<file path="src/rtl/hazard_pkg.sv">
// Shared types and constants for the hazard/forwarding controller.
package hazard_pkg;

    // Multi-cycle multiply/divide tracking states.
    typedef enum logic [1:0] {
        MD_IDLE = 2'd0,
        MD_BUSY = 2'd1,
        MD_DONE = 2'd2
    } md_state_e;

    // Width of the saturating stall-cycle counter.
    localparam int STALL_CW = 32;

    // Forward-select codes; stage k is encoded as k.
    localparam int FWD_RF     = 0;
    localparam int FWD_EX_MEM = 1;
    localparam int FWD_MEM_WB = 2;

    // Forward-select width for a given number of forwarding stages.
    function automatic int fw_width(input int depth);
        return $clog2(depth + 1);
    endfunction

endpackage

</file>
<file path="src/rtl/hazard_forward_ctrl_if.sv">
// Pipeline-side signal bundle of the hazard/forwarding controller.
// slave: the controller; master: the pipeline that drives it.
interface hazard_forward_ctrl_if
    import hazard_pkg::*;
#(
    parameter int REG_AW    = 5,
    parameter int FWD_DEPTH = 2
);
    localparam int FW = fw_width(FWD_DEPTH);

    logic [REG_AW-1:0]           id_rs1;
    logic [REG_AW-1:0]           id_rs2;
    logic                        ex_valid;
    logic [REG_AW-1:0]           ex_rs1;
    logic [REG_AW-1:0]           ex_rs2;
    logic [REG_AW-1:0]           ex_rd;
    logic                        ex_regwrite;
    logic                        ex_is_load;
    logic                        ex_is_md;
    logic [FWD_DEPTH*REG_AW-1:0] fwd_rd;
    logic [FWD_DEPTH-1:0]        fwd_regwrite;

    logic [FW-1:0]               forward_a;
    logic [FW-1:0]               forward_b;
    logic                        stall;
    logic                        bubble;
    logic                        ex_hold;
    logic [STALL_CW-1:0]         stall_cycles;

    modport master (
        output id_rs1, id_rs2, ex_valid, ex_rs1, ex_rs2, ex_rd,
               ex_regwrite, ex_is_load, ex_is_md, fwd_rd, fwd_regwrite,
        input  forward_a, forward_b, stall, bubble, ex_hold, stall_cycles
    );

    modport slave (
        input  id_rs1, id_rs2, ex_valid, ex_rs1, ex_rs2, ex_rd,
               ex_regwrite, ex_is_load, ex_is_md, fwd_rd, fwd_regwrite,
        output forward_a, forward_b, stall, bubble, ex_hold, stall_cycles
    );

endinterface

</file>
<file path="src/rtl/fwd_select.sv">
// Priority encoder choosing the nearest downstream stage that writes the
// requested source register. x0 is never forwarded.
module fwd_select
    import hazard_pkg::*;
#(
    parameter int REG_AW    = 5,
    parameter int FWD_DEPTH = 2,
    parameter int FW        = fw_width(FWD_DEPTH)
) (
    input  logic [REG_AW-1:0]           src_i,
    input  logic [FWD_DEPTH*REG_AW-1:0] fwd_rd_i,
    input  logic [FWD_DEPTH-1:0]        fwd_regwrite_i,
    output logic [FW-1:0]               sel_o
);

    // Scan farthest to nearest so the nearest match is the last to write.
    always_comb begin
        sel_o = FW'(FWD_RF);
        for (int k = FWD_DEPTH; k >= 1; k--) begin
            if (fwd_regwrite_i[k-1] && (src_i != '0) &&
                (fwd_rd_i[(k-1)*REG_AW +: REG_AW] == src_i)) begin
                sel_o = FW'(k);
            end
        end
    end

endmodule

</file>
<file path="src/rtl/hazard_forward_ctrl.sv">
// Hazard and forwarding controller beside the ID/EX stage.
// Optional macro HAZARD_MD_EN: adds the multi-cycle mul/div hold FSM.
//
// state   | meaning
// MD_IDLE | no multi-cycle op in EX; a new md op raises ex_hold at once
// MD_BUSY | md op still computing; cnt counts remaining hold cycles
// MD_DONE | final cycle of the md op in EX; ex_hold low, ex_is_md ignored
module hazard_forward_ctrl
    import hazard_pkg::*;
#(
    parameter int REG_AW    = 5,
    parameter int FWD_DEPTH = 2,
    parameter int MD_LAT    = 4
) (
    input  logic                clk,
    input  logic                rst_n,
    hazard_forward_ctrl_if.slave bus
);

    logic                load_use;
    logic                ex_hold;
    logic                stall;
    logic [STALL_CW-1:0] stall_cycles_q;
    logic [STALL_CW-1:0] stall_cycles_d;

    fwd_select #(.REG_AW(REG_AW), .FWD_DEPTH(FWD_DEPTH)) u_fwd_a (
        .src_i          (bus.ex_rs1),
        .fwd_rd_i       (bus.fwd_rd),
        .fwd_regwrite_i (bus.fwd_regwrite),
        .sel_o          (bus.forward_a)
    );

    fwd_select #(.REG_AW(REG_AW), .FWD_DEPTH(FWD_DEPTH)) u_fwd_b (
        .src_i          (bus.ex_rs2),
        .fwd_rd_i       (bus.fwd_rd),
        .fwd_regwrite_i (bus.fwd_regwrite),
        .sel_o          (bus.forward_b)
    );

    assign load_use = bus.ex_valid & bus.ex_is_load & bus.ex_regwrite &
                      (bus.ex_rd != '0) &
                      ((bus.ex_rd == bus.id_rs1) | (bus.ex_rd == bus.id_rs2));

`ifdef HAZARD_MD_EN
    localparam int CW = $clog2(MD_LAT);

    md_state_e      state_q, state_d;
    logic [CW-1:0]  cnt_q, cnt_d;

    // State and hold-counter registers.
    always_ff @(posedge clk or negedge rst_n) begin
        if (!rst_n) begin
            state_q <= MD_IDLE;
            cnt_q   <= '0;
        end else begin
            state_q <= state_d;
            cnt_q   <= cnt_d;
        end
    end

    // Next state and ex_hold; the IDLE cycle counts as the first hold cycle.
    always_comb begin
        state_d = state_q;
        cnt_d   = cnt_q;
        ex_hold = 1'b0;
        case (state_q)
            MD_IDLE: begin
                if (bus.ex_valid && bus.ex_is_md) begin
                    ex_hold = 1'b1;
                    if (MD_LAT == 2) begin
                        state_d = MD_DONE;
                    end else begin
                        state_d = MD_BUSY;
                        cnt_d   = CW'(MD_LAT - 2);
                    end
                end
            end
            MD_BUSY: begin
                ex_hold = 1'b1;
                if (cnt_q == CW'(1)) begin
                    state_d = MD_DONE;
                end else begin
                    cnt_d = cnt_q - CW'(1);
                end
            end
            MD_DONE: state_d = MD_IDLE;
            default: state_d = MD_IDLE;
        endcase
    end
`else
    logic unused_md;

    assign unused_md = bus.ex_is_md;
    assign ex_hold   = 1'b0;
`endif

    assign stall       = load_use | ex_hold;
    assign bus.stall   = stall;
    assign bus.bubble  = load_use & ~ex_hold;
    assign bus.ex_hold = ex_hold;

    // Saturating count of stalled cycles.
    always_comb begin
        stall_cycles_d = stall_cycles_q;
        if (stall && (stall_cycles_q != '1)) begin
            stall_cycles_d = stall_cycles_q + STALL_CW'(1);
        end
    end

    // Stall counter register.
    always_ff @(posedge clk or negedge rst_n) begin
        if (!rst_n) begin
            stall_cycles_q <= '0;
        end else begin
            stall_cycles_q <= stall_cycles_d;
        end
    end

    assign bus.stall_cycles = stall_cycles_q;

endmodule

</file>
<file path="src/flat_wrapper.sv">
// flat-port wrapper written by rule: the top's interface ports become plain ports
module hazard_forward_ctrl_flat import hazard_pkg::*;
#(
    parameter int REG_AW    = 5,
    parameter int FWD_DEPTH = 2,
    parameter int MD_LAT    = 4
)
  (clk, rst_n, bus_id_rs1, bus_id_rs2, bus_ex_valid, bus_ex_rs1, bus_ex_rs2, bus_ex_rd, bus_ex_regwrite, bus_ex_is_load, bus_ex_is_md, bus_fwd_rd, bus_fwd_regwrite, bus_forward_a, bus_forward_b, bus_stall, bus_bubble, bus_ex_hold, bus_stall_cycles);
  hazard_forward_ctrl_if #(.REG_AW(REG_AW), .FWD_DEPTH(FWD_DEPTH)) bus_i ();
  input  logic clk;
  input  logic rst_n;
  input wire logic [$bits(bus_i.id_rs1)-1:0] bus_id_rs1;
  input wire logic [$bits(bus_i.id_rs2)-1:0] bus_id_rs2;
  input wire logic [$bits(bus_i.ex_valid)-1:0] bus_ex_valid;
  input wire logic [$bits(bus_i.ex_rs1)-1:0] bus_ex_rs1;
  input wire logic [$bits(bus_i.ex_rs2)-1:0] bus_ex_rs2;
  input wire logic [$bits(bus_i.ex_rd)-1:0] bus_ex_rd;
  input wire logic [$bits(bus_i.ex_regwrite)-1:0] bus_ex_regwrite;
  input wire logic [$bits(bus_i.ex_is_load)-1:0] bus_ex_is_load;
  input wire logic [$bits(bus_i.ex_is_md)-1:0] bus_ex_is_md;
  input wire logic [$bits(bus_i.fwd_rd)-1:0] bus_fwd_rd;
  input wire logic [$bits(bus_i.fwd_regwrite)-1:0] bus_fwd_regwrite;
  output wire logic [$bits(bus_i.forward_a)-1:0] bus_forward_a;
  output wire logic [$bits(bus_i.forward_b)-1:0] bus_forward_b;
  output wire logic [$bits(bus_i.stall)-1:0] bus_stall;
  output wire logic [$bits(bus_i.bubble)-1:0] bus_bubble;
  output wire logic [$bits(bus_i.ex_hold)-1:0] bus_ex_hold;
  output wire logic [$bits(bus_i.stall_cycles)-1:0] bus_stall_cycles;
  assign bus_i.id_rs1 = bus_id_rs1;
  assign bus_i.id_rs2 = bus_id_rs2;
  assign bus_i.ex_valid = bus_ex_valid;
  assign bus_i.ex_rs1 = bus_ex_rs1;
  assign bus_i.ex_rs2 = bus_ex_rs2;
  assign bus_i.ex_rd = bus_ex_rd;
  assign bus_i.ex_regwrite = bus_ex_regwrite;
  assign bus_i.ex_is_load = bus_ex_is_load;
  assign bus_i.ex_is_md = bus_ex_is_md;
  assign bus_i.fwd_rd = bus_fwd_rd;
  assign bus_i.fwd_regwrite = bus_fwd_regwrite;
  assign bus_forward_a = bus_i.forward_a;
  assign bus_forward_b = bus_i.forward_b;
  assign bus_stall = bus_i.stall;
  assign bus_bubble = bus_i.bubble;
  assign bus_ex_hold = bus_i.ex_hold;
  assign bus_stall_cycles = bus_i.stall_cycles;
  hazard_forward_ctrl #(.REG_AW(REG_AW), .FWD_DEPTH(FWD_DEPTH), .MD_LAT(MD_LAT)) u_core (.clk(clk), .rst_n(rst_n), .bus(bus_i));
endmodule
</file>
<file path="config.mk">
export PLATFORM = sky130hd
export DESIGN_NAME = hazard_forward_ctrl_flat
export DESIGN_NICKNAME = d
export VERILOG_FILES = /design/src/rtl/hazard_pkg.sv /design/src/rtl/hazard_forward_ctrl_if.sv /design/src/rtl/fwd_select.sv /design/src/rtl/hazard_forward_ctrl.sv /design/src/flat_wrapper.sv
export SDC_FILE = /design/constraint.sdc
export NUM_CORES = 1
export LEC_CHECK = 0
export CAP_MARGIN = 0
export CORE_MARGIN = 1.5
export CORE_UTILIZATION = 44
export CTS_BUF_LIST = sky130_fd_sc_hd__clkbuf_8
export DETAILED_ROUTE_END_ITERATION = 12
export PLACE_DENSITY = 0.93
export REMOVE_ABC_BUFFERS = 1
export SLEW_MARGIN = 20
export SYNTH_ARGS = -nofsm -noshare
export SYNTH_HDL_FRONTEND = slang
export SYNTH_SLANG_ARGS = --single-unit
</file>
<file path="constraint.sdc">
create_clock -name clk -period 3.5 [get_ports clk]
set_clock_uncertainty 0.15 [all_clocks]
set_input_delay 1.05 -clock clk [delete_from_list [all_inputs] [get_ports clk]]
set_output_delay 1.05 -clock clk [all_outputs]
set_load 0.1 [all_outputs]
</file>
* After elaboration in Yosys (flattened, before gate mapping)
Index checks and enable logic that the tools add are counted.
** Storage, ports and cells
- Bits in registers :: 32
- Input port bits :: 43
- Output and inout port bits :: 39
- Logic and storage cells :: 30
** Operators by class
- Add/subtract/negate cells :: 1
- Eq/ne operators :: 7
- Muxes and demuxes :: 4
- Bitwise operators :: 5
- Reduce and logical (&&, ||, !) cells :: 12
** Operator list (count)
- $add 32x1->32 const B :: 1
- $ne 32x32->1 const B :: 1
- $eq 5x5->1 :: 6
- $reduce_bool 5->1 :: 3
- $logic_and 1x1->1 :: 9
- $mux 2 :: 4
- $and 1x1->1 :: 4
- $or 1x1->1 :: 1

* Longest topological paths before layout
- Depth in word-level cells :: 5
- Depth in mapped cells :: 7
- Gate-level depth less buffers :: 6

* Modules after synthesis
Synthesis repeated with hierarchy kept, for this count alone.
** Second synthesis, totals
- Cell total of the unflattened synthesis :: 208
- Area, all modules :: 2005.7 µm²
** By module, submodules not included
- hazard_forward_ctrl :: times used 1, cells an instance 172, area each 1727.9 µm², sequential area each 800.8 µm²
- fwd_select :: times used 2, cells an instance 18, area each 138.9 µm², sequential area each 0.0 µm²

* Worst setup path after synthesis
Ideal clock, no wire load.
- Path kind :: input-to-output
- Start point :: in bus_ex_rs1[2]
- End point :: out bus_forward_a[1]
- Data arrival time :: 6147 ps
- Setup slack :: -3847 ps
- Cell stages on the path :: 4
- Buffers on the path :: 0
- Cells stage by stage :: xnor2_1 nand4_1 nor4_1 nor4_1
** Between the ends
- Word-level cells in the longest chain between the ends :: 5
** Ends and longest elaborated chain
- start: declaration :: line flat_wrapper.sv:15 : input wire logic [$bits(bus_i.ex_rs1)-1:0] bus_ex_rs1;
- $reduce_bool 5->1 :: line fwd_select.sv:20 : if (fwd_regwrite_i[k-1] && (src_i != '0) &&
- $logic_and 1x1->1 (2 in a row) :: line fwd_select.sv:20
- $mux 2 :: line fwd_select.sv:20
- $mux 2 * :: line fwd_select.sv:20
- end: declaration :: line flat_wrapper.sv:23 : output wire logic [$bits(bus_i.forward_a)-1:0] bus_forward_a;
Mark *: on every way between the ends. The rest lies on a longest branch, timed or not.

* Worst setup path after layout
- Start point :: in bus_ex_rs2[4]
- End point :: out bus_forward_b[1]
** Between the ends
- Word-level cells in the longest chain between the ends :: 5
** Ends and longest elaborated chain
- start: declaration :: line flat_wrapper.sv:16 : input wire logic [$bits(bus_i.ex_rs2)-1:0] bus_ex_rs2;
- $reduce_bool 5->1 :: line fwd_select.sv:20
- $logic_and 1x1->1 (2 in a row) :: line fwd_select.sv:20
- $mux 2 :: line fwd_select.sv:20
- $mux 2 * :: line fwd_select.sv:20
- end: declaration :: line flat_wrapper.sv:24 : output wire logic [$bits(bus_i.forward_b)-1:0] bus_forward_b;
Marked as above.

==> results.md <==
- Status: finished with violations
- Violated checks: negative setup slack
- Initial antenna violation count: 0
- Crit Path Category: input port to output port
- Vias in the first global route: between 2000 and 2500
- Post-detail-place hpwl: 4320 µm
- ANT cells: 0
- CP peak stage delay: 0.54 ns
- Setup TNS Final: -0.295 ns
- Hold WC Path Type: register to register
- CP required: 2.30 ns
- Power share of the combinational group: 0.256
- Cell family contributing the most delay on the critical path: simple AND/OR/NAND/NOR gates
- Ports: 82
- Max-cap violations: 0
- H-Tree Depth: 2
- Clk buf depth: 2
- Crit path DAT: 2.45 ns
- Share of the yosys chip area belonging to registers: 0.401
- Row count: 24
- Most common cell after layout, fill and taps aside: buf_4
- Critical path's slowest cell: or4_4
- Inserted Clock Buffers: 5
- Gpl congestion: just under 0.9
- CTS Root Cell: clkbuf_8
- Most frequent cells in the layout: buf_4 (56), xnor2_1 (40), dfrtp_1 (32)
- Total gr overflow: 0
- Final core occ: 0.748
- Maximum VDD drop: 0.193 mV
- Max reg flops: 32
- Remaining DRCs: 0
- Share of post-route cells with drive strength above 1: 0.381
- Initial DRC count: roughly 110
- Mean Syn Cell Area: 9.99 µm²
- Ys Warns: 0
- Multi-input gate area: around 1300 µm²
- Initial Util: 0.459
- Yosys cell types: 30
- Fin crit share: 1.04
- Hold_buf cts: 0
- Placeable Area: 4350 µm²
- Final hold viol count: 0
- Met1 WL: 2090 µm
- Vias: roughly 2000
- Crit path max fanout: 2
- Pleak: about 1.5 nW
- GRT Util Overall: 0.250
- First-pass GRT wire length: approximately 10000 µm
- RSZ-0062 raised after global routing: true
- Top layer in use: met4
- Layout net count: about 350
- CP cell instances: buf_6 > or4_4 > nor2_4 > nor4_4 > nor4_2 > buf_4 > buf_12
- Wire per inst: approximately 16 µm
- F_max: between 200 and 300 MHz
- Switch share: 0.300
- DR pass1 iterations: 4
- Total wire length: 5810 µm
- Die width: roughly 70 µm
- Setup crit start kind: input port
- Crit path time final: ~3.7 ns
- Met2 WL post-DR: approximately 3100 µm
- Clock power frac: 0.327
- Final Max Slew Viols: 0
- IO Port Bufs: just under 80
- P per Cell Area: 285 nW/µm²
- Setup violations, final: 2
- P&R area growth vs syn: 63.0%
- Fillcell total: between 200 and 300
- Power share of the sequential group: 0.418
- Worst path bufs/invs: 3
- Die footprint: 4950 µm²
- Die Height: roughly 70 µm
- Remaining antenna violation count: 0
- Met3 Wirelength: between 400 and 500 µm
- Synthesized cell area: ~2000 µm²
- Mean number of vias per cell: about 5.5
- Register Area: ~800 µm²
- Cell Int Power: 0.000651 W
- Worst skew pair latency: 0.29 ns
- Largest net degree at the start of global routing: 33
- Cells after Synth: 200
- Worst-path clk slew: roughly 0.06 ns
- Critical path capture point type: output port
- Sw Pwr: about 0.00028 W
- CTS Sinks: 32
- TritonCTS clock tree: done
- PnR worst setup slack: -0.151 ns
- Flops & latches, synth: 32
## area by class of cell
cell class | count | share of cell area
clock buffer | 7 | 0.0296
inverter | 2 | 0.00231
multi-input combinational | 161 | 0.403
sequential | 32 | 0.246
tap | 52 | 0.0200
timing repair buffer | 108 | 0.299
## power groups by stage
stage	Combinational (W)	Clock, W	Sequential [W]
finish	0.000238	0.000304	0.000388
global route	0.000251	0.000321	0.000390
CTS	0.000234	0.000309	0.000388
detailed placement	0.000223	0	0.000395
global placement	0.000218	0	0.000395
floorplan	0.0000561	0	0.000451
## logic make-up (layout without fill, tap and decap cells)
kind of cell,Yosys count,in the layout,share of synthesized area
fa+ha+maj,1,1,0.00626
other cells,1,1,0.00188
xor+xnor,60,60,0.263
flops,32,32,0.401
mux,2,2,0.0113
compound gates,2,2,0.0113
simple gates,95,95,0.284
buf+inv,7,117,0.0219
## repair_timing
action,in CTS,in global routing
pin swaps,18,16
buffers inserted,2,2
endpoints found under the hold margin,0,0
resized for setup,71,28
setup endpoints to repair,6,6
## Yosys cell counts
master     count  area share
or3_1          1      0.0031
nand4_1       21       0.066
o2111ai_2      1      0.0075
xor2_1        17       0.075
and4_1         2      0.0088
and3_4         1      0.0056
conb_1         1      0.0019
nor3b_1        2      0.0075
nor3_1         5       0.013
buf_6          1      0.0056
and2_1         2      0.0063
nor2_1        10       0.019
ha_1           1      0.0063
and3_1        10       0.031
a22oi_1        1      0.0038
nand3_1       14       0.035
buf_2          2      0.0050
or4_1          3       0.011
nor2_2         3      0.0094
xnor2_1       43        0.19
buf_4          2      0.0075
nand3_4        1      0.0088
dfrtp_1       32        0.40
mux2_2         2       0.011
nand4b_1       2      0.0088
nand4_2        1      0.0063
inv_1          2      0.0038
nand2_1       10       0.019
nor3_2         2       0.010
nor4_1         5       0.016
## worst paths after layout
path | startpoint | endpoint | slack (ns) | cells past startpoint
max in group asynchronous | rst_n | u_core.bus.stall_cycles[20] | 1.88 | 2
hold reg to reg | u_core.bus.stall_cycles[8] | u_core.bus.stall_cycles[8] | 0.36 | 1
min in group asynchronous | rst_n | u_core.bus.stall_cycles[15] | 1.03 | 2
setup / recovery | bus_ex_rs2[4] | bus_forward_b[1] | -0.15 | 7
setup reg to reg | u_core.bus.stall_cycles[0] | u_core.bus.stall_cycles[1] | 1.28 | 7
hold / removal | u_core.bus.stall_cycles[8] | u_core.bus.stall_cycles[8] | 0.36 | 1
## through the flow
step | power, W | worst slack (ns) | instances | area, µm² | hold slack (ns)
2_1_floorplan | 0.000507 | -3.85 | 195 | 1960 | 0.604
3_3_place_gp | 0.000613 | -0.490 | 353 | 3000 | 0.332
3_5_place_dp | 0.000618 | -0.620 | 353 | 3000 | 0.348
4_1_cts | 0.000931 | -0.209 | 361 | 3220 | 0.356
5_1_grt | 0.000962 | -0.204 | 362 | 3260 | 0.378
6_report | 0.000930 | -0.151 | 362 | 3260 | 0.358
## per-layer routing
| metal | up-vias | GRT usage |
|---|---|---|
| li1 | 926 | - |
| met1 | 951 | 0.264 |
| met2 | 101 | 0.461 |
| met3 | 16 | 0.0548 |
| met4 | 0 | 0.122 |
| met5 | - | 0 |
Power figures use the tool's default switching activity.
